File: config.mk
export PLATFORM = sky130hd
export DESIGN_NAME = qracc_csr_slave
export DESIGN_NICKNAME = d
export VERILOG_FILES = /design/src/rtl/qracc_csr_slave.sv
export SDC_FILE = /design/constraint.sdc
export NUM_CORES = 1
export LEC_CHECK = 0
export ABC_AREA = 1
export BUFFER_PORTS_ARGS = -buffer_cell sky130_fd_sc_hd__clkbuf_2
export CAP_MARGIN = 10
export CORE_MARGIN = 2
export CORE_UTILIZATION = 40
export DETAILED_ROUTE_END_ITERATION = 10
export SYNTH_ARGS = -nofsm -noshare
export SYNTH_HDL_FRONTEND = slang
export SYNTH_SLANG_ARGS = --single-unit
File: constraint.sdc
create_clock -name clk -period 38.3 [get_ports clk]
set_input_delay 1.915 -clock clk [delete_from_list [all_inputs] [get_ports clk]]
set_output_delay 1.915 -clock clk [all_outputs]
set_load 0.02 [all_outputs]
File: src/rtl/qracc_csr_slave.sv
// CSR responder for the QRAcc control interface: shadow config registers committed to cfg_o
// only while the accelerator is idle. Optional commit-time validation: QRACC_CSR_PARAM_CHECK_EN.
module qracc_csr_slave #(
  parameter logic [31:0] BASE_ADDR = 32'h0000_0000,
  parameter int unsigned IN_BITS   = 8,
  parameter int unsigned OUT_BITS  = 8
) (
  input  logic         clk,
  input  logic         rst,
  input  logic [31:0]  ctrl_data,
  input  logic [31:0]  ctrl_addr,
  input  logic         ctrl_wen,
  input  logic         ctrl_valid,
  output logic         ctrl_ready,
  output logic [31:0]  ctrl_rdata,
  input  logic         busy_i,
  // cfg_o LSB first: n_in[3:0] n_out[7:4] binary[8] unsigned_acts[9] adc_shift[12:10]
  // fy[16:13] fx[20:17] stride_x[24:21] stride_y[28:25] in_fmap_size[60:29]
  // out_fmap_size[92:61] in_dimx[124:93] in_dimy[156:125] out_dimx[188:157]
  // out_dimy[220:189] in_ch[230:221] out_ch[240:231] offset_x[250:241] offset_y[260:251]
  output logic [260:0] cfg_o,
  output logic         cfg_upd_o
);

  localparam logic [3:0]   InBits  = 4'(IN_BITS);
  localparam logic [3:0]   OutBits = 4'(OUT_BITS);
  localparam logic [260:0] CfgRst  = {232'd0, 4'd1, 4'd1, 4'd1, 4'd1, 5'd0, OutBits, InBits};

  typedef enum logic {StIdle, StResp} state_e;

  state_e         state_q, state_d;
  logic [260:0]   shadow_q, shadow_d;
  logic [260:0]   live_q, live_d;
  logic [31:0]    rdata_q, rdata_d;
  logic           pending_q, pending_d;
  logic           err_q, err_d;
  logic           chk_q, chk_d;
  logic           upd_q, upd_d;

  logic [5:0]     word;
  logic           hit;
  logic           mapped;
  logic           chk_ok;
  logic [31:0]    read_mux;
  logic           commit_req;
  logic           set_err;
  logic           clr_err;
  logic           unused_addr;

  assign word        = ctrl_addr[7:2];
  assign hit         = (ctrl_addr[31:8] == BASE_ADDR[31:8]);
  assign mapped      = hit && (word <= 6'd10);
  assign unused_addr = ^ctrl_addr[1:0];

`ifdef QRACC_CSR_PARAM_CHECK_EN
  assign chk_ok = (shadow_q[24:21] != 4'd0) && (shadow_q[28:25] != 4'd0) &&
                  (shadow_q[16:13] != 4'd0) && (shadow_q[20:17] != 4'd0) &&
                  (shadow_q[230:221] != 10'd0) &&
                  (shadow_q[3:0] != 4'd0) && (shadow_q[3:0] <= 4'd8);
`else
  assign chk_ok = 1'b1;
`endif

  always_comb begin
    read_mux = '0;
    case (word)
      6'd0:    read_mux = {28'd0, chk_q, err_q, pending_q, 1'b0};
      6'd1:    read_mux = {19'd0, shadow_q[12:0]};
      6'd2:    read_mux = {16'd0, shadow_q[28:13]};
      6'd3:    read_mux = shadow_q[60:29];
      6'd4:    read_mux = shadow_q[92:61];
      6'd5:    read_mux = shadow_q[124:93];
      6'd6:    read_mux = shadow_q[156:125];
      6'd7:    read_mux = shadow_q[188:157];
      6'd8:    read_mux = shadow_q[220:189];
      6'd9:    read_mux = {6'd0, shadow_q[240:231], 6'd0, shadow_q[230:221]};
      6'd10:   read_mux = {6'd0, shadow_q[260:251], 6'd0, shadow_q[250:241]};
      default: read_mux = '0;
    endcase
  end

  always_comb begin
    state_d    = state_q;
    shadow_d   = shadow_q;
    live_d     = live_q;
    rdata_d    = rdata_q;
    pending_d  = pending_q;
    err_d      = err_q;
    chk_d      = chk_q;
    upd_d      = 1'b0;
    commit_req = 1'b0;
    set_err    = 1'b0;
    clr_err    = 1'b0;
    ctrl_ready = 1'b0;

    // A deferred commit fires on the first idle cycle; shadow is frozen meanwhile.
    if (pending_q && !busy_i) begin
      live_d    = shadow_q;
      pending_d = 1'b0;
      upd_d     = 1'b1;
      chk_d     = 1'b0;
    end

    unique case (state_q)
      StIdle: begin
        if (ctrl_valid) begin
          state_d = StResp;
          rdata_d = '0;
          if (!mapped) begin
            set_err = 1'b1;
          end else if (!ctrl_wen) begin
            rdata_d = read_mux;
          end else if (word == 6'd0) begin
            clr_err    = ctrl_data[2];
            commit_req = ctrl_data[0] && !pending_q;
          end else if (pending_q) begin
            set_err = 1'b1;
          end else begin
            case (word)
              6'd1:    shadow_d[12:0]    = ctrl_data[12:0];
              6'd2:    shadow_d[28:13]   = ctrl_data[15:0];
              6'd3:    shadow_d[60:29]   = ctrl_data;
              6'd4:    shadow_d[92:61]   = ctrl_data;
              6'd5:    shadow_d[124:93]  = ctrl_data;
              6'd6:    shadow_d[156:125] = ctrl_data;
              6'd7:    shadow_d[188:157] = ctrl_data;
              6'd8:    shadow_d[220:189] = ctrl_data;
              6'd9: begin
                shadow_d[230:221] = ctrl_data[9:0];
                shadow_d[240:231] = ctrl_data[25:16];
              end
              6'd10: begin
                shadow_d[250:241] = ctrl_data[9:0];
                shadow_d[260:251] = ctrl_data[25:16];
              end
              default: ;
            endcase
          end
        end
      end
      StResp: begin
        ctrl_ready = 1'b1;
        state_d    = StIdle;
      end
    endcase

    if (commit_req) begin
      if (!chk_ok) begin
        chk_d   = 1'b1;
        set_err = 1'b1;
      end else if (busy_i) begin
        pending_d = 1'b1;
      end else begin
        live_d = shadow_q;
        upd_d  = 1'b1;
        chk_d  = 1'b0;
      end
    end

    // Setting wins so a failed commit in a W1C write still reports its error.
    if (clr_err) err_d = 1'b0;
    if (set_err) err_d = 1'b1;
  end

  always_ff @(posedge clk or posedge rst) begin
    if (rst) begin
      state_q <= StIdle;
    end else begin
      state_q <= state_d;
    end
  end

  always_ff @(posedge clk or posedge rst) begin
    if (rst) begin
      shadow_q  <= CfgRst;
      live_q    <= CfgRst;
      rdata_q   <= '0;
      pending_q <= 1'b0;
      err_q     <= 1'b0;
      chk_q     <= 1'b0;
      upd_q     <= 1'b0;
    end else begin
      shadow_q  <= shadow_d;
      live_q    <= live_d;
      rdata_q   <= rdata_d;
      pending_q <= pending_d;
      err_q     <= err_d;
      chk_q     <= chk_d;
      upd_q     <= upd_d;
    end
  end

  assign ctrl_rdata = rdata_q;
  assign cfg_o      = live_q;
  assign cfg_upd_o  = upd_q;

endmodule

==> metrics.yaml <==
setup_path:
  crit_chain: "buf_8 > nor2_1 > inv_8 > buf_12 > buf_4 > o21ai_0 > nand2_1 > o21ai_0 > nand2_1 > nand2_1"
  r2r_slack_ps: 34320
  cp_data_arrival_time_ps: 5840
  critPathLaunch: "busy_i"
  cp_slowest_cell: "buf_4"
  worstSetupStartpointType: "input pin"
  critical-path-top-delay-family: "buffers and inverters"
  reg2reg_from: "pending_q"
  r2r_end: "cfg_o[131]"
  required_ps: 38810
  crit_buf_inv: 4
  critical_path_class: "input pin to register"
  worst-path-stages: 10
  max_stage_delay_ps: 900
  cp_max_fo: 231
  reg2regPathDepth: 10
  cp_common_cell: "nand2_1"
  end_kind: "register"
die:
  std_cell_rows: 99
  die_h_um: 276
  die_x_um: 276
  die_area_um2: 75900
  core-area_um2: 73000
  io_pins: 364
  start_util_pct: 40.4
yosys:
  syn_avg_cell_area_um2: 6.82
  yosysMostFrequentCell: "nand2_1"
  synth.largest_area_cell: "dfrtp_1"
  ys_types: 27
  yosysWarningCount: 0
  syn_inst: 4326
  synth_top_area_share_pct: 46.4
  synthesis.area_um2: 29500
  yosysSeqAreaShare_pct: 47.5
  ys_seq_elements: 559
  synthArstFlopShare_pct: 100
  synth_ff_type: "dfrtp_1"
  synthTopCellsByArea: "dfrtp_1 (46%), nand2_1 (31%), o21ai_0 (10%), inv_1 (3.7%), clkbuf_1 (1.8%)"
  synth_nets: 4395
  synth-edff-count: 0
  netlist_top_cells_count: "nand2_1 (2403), o21ai_0 (595), dfrtp_1 (547)"
sta:
  fin_crit_ps: 5340
  fin_worst_skew_ps: 14.6
  final-hold-violation-count: 0
  max_freq_mhz: 187
  min_period_over_period_pct: 13.9
  setup_violations: 0
  slew_headroom_pct: 11.3
  setup-tns-final_ps: 0
  rsz0062_at_grt: "false"
  slew_viol_final: 0
  worst_slew_pin_slew_ps: 1330
clock_network:
  cts_tree: "done"
  ctsHoldBuffers: 0
  clock_latency_ps: 630
  clk_pin_slew_ps: 60
  htreeDepth: 2
  clockBufferDepth: 3
  cts_buffers: 61
  cts.sinks: 559
  ctsResizeCount: 0
  cts_setup_buffers: 0
  cts_root_buffer: "clkbuf_16"
drt:
  dr.max_layer_used: "met5"
  met2_length_um: 48300
  dr.pass1.iters: 5
  wl_met1_um: 46800
  ant_nets: 0
  routedWlPerCell_um: 19.6
  vias: 28300
  route.met3.wl_um: 7560
  drtIter0Drc: 2645
  drc: 0
  routed_wl_um: 108000
  vias_per_cell: 5.13
outcome:
  status: "finished clean"
global_routing:
  grt_max_degree: 232
  grt_pass1_vias: 25900
  antenna_found_initial: 4
  gr-total-overflow: 0
  grt_pass1_wl_um: 162000
  grtUsageTotal_pct: 28.2
power:
  p_leak_nw: 17.6
  power.density_nw_per_um2: 41.2
  power_mw: 1.38
  peakVddDrop_mv: 0.0308
worst_hold_path:
  hold_path.class: "register to register"
  min_from: "shadow_q[21]"
  holdPathStages: 2
  holdPathEnd: "shadow_q[21]"
layout:
  area_growth_pct: 13.3
  nNetsFinal: 4577
  drive_above_1_share_pct: 11.4
placed_design:
  port_buffers: 361
  dp_hpwl_um: 72600
  globalplace.congestion: 0.875
job:
  cap_violations: 0
per-layer routing:
metal,global-route usage [%],up-vias
li1,-,13600
met1,39.1,13500
met2,43.3,966
met3,4.29,227
met4,13.5,6
met5,0,-
registers in the layout, summed over array words and instances, names as in the netlist:
signal and count:
cfg_o 261, cfg_upd_o 1, chk_q 1, ctrl_rdata 32, err_q 1, pending_q 1, shadow_q 261, state_q 1
placed cells by master, fill, tap and decap left out, drive strengths merged:
cell type,synthesis,routed
a21oi,1,1
a22oi,2,2
buf,131,35
bufinv,0,4
clkbuf,145,459
clkinv,1,5
clkinvlp,0,1
dfrtp,547,547
dfstp,12,12
diode,0,2
inv,293,293
nand2,2404,2404
nand3,42,42
nand4,19,19
nor2,125,125
nor3,2,2
o21ai,595,595
o22ai,7,7
power breakdown:
group	switching, mW	internal [mW]
logic	0.107	0.0416
clock network	0.251	0.346
registers	0.0173	0.613
total	0.375	1.00
through the flow:
step                worst slack, ps  std cells  hold WS, ps  instance area [µm²]  util (%)
floorplan                     20770       4326          442                29500         -
global placement              32140       5404          458                31500      43.1
detailed placement            32150       5404          459                31500      43.1
CTS                           32820       5512          469                33400      45.8
global route                  32420       5513          488                33400      45.8
finish                        32960       5514          470                33400      45.8
cell type report:
type | instances | area (µm²)
tap | 959 | 1200
sequential | 559 | 14000
antenna | 2 | 5.00
multi-input combinational | 3197 | 13000
inverter | 294 | 1120
clock buffer | 99 | 1810
timing repair buffer | 395 | 2110
fill | 7442 | 39500
clock inverter | 9 | 148
worst max-delay path by stage:
stage                         to  slack, ps
floorplan               cfg_o[0]      20770
global placement       cfg_o[48]      32140
detailed placement     cfg_o[48]      32150
CTS                 shadow_q[47]      32820
global route           cfg_o[48]      32420
finish                cfg_o[131]      32960
cells by family (layout without fill, tap and decap cells):
group                  count (synthesis)  count (layout)  share of synthesized area [%]
DFF                                  559             559                           47.5
AOI/OAI and AO/OA                    605             605                           10.3
other                                  0               2                              0
and+or+nand+nor                     2592            2592                           33.8
buffers and inverters                570             797                           8.39
tightest hold or removal path, cell delays in order, from the launching register on:
cell,delay (ps)
dfstp_2,370
nand2_1,50
nand2_1,50
Note: power is estimated with default switching activity, not from simulation.
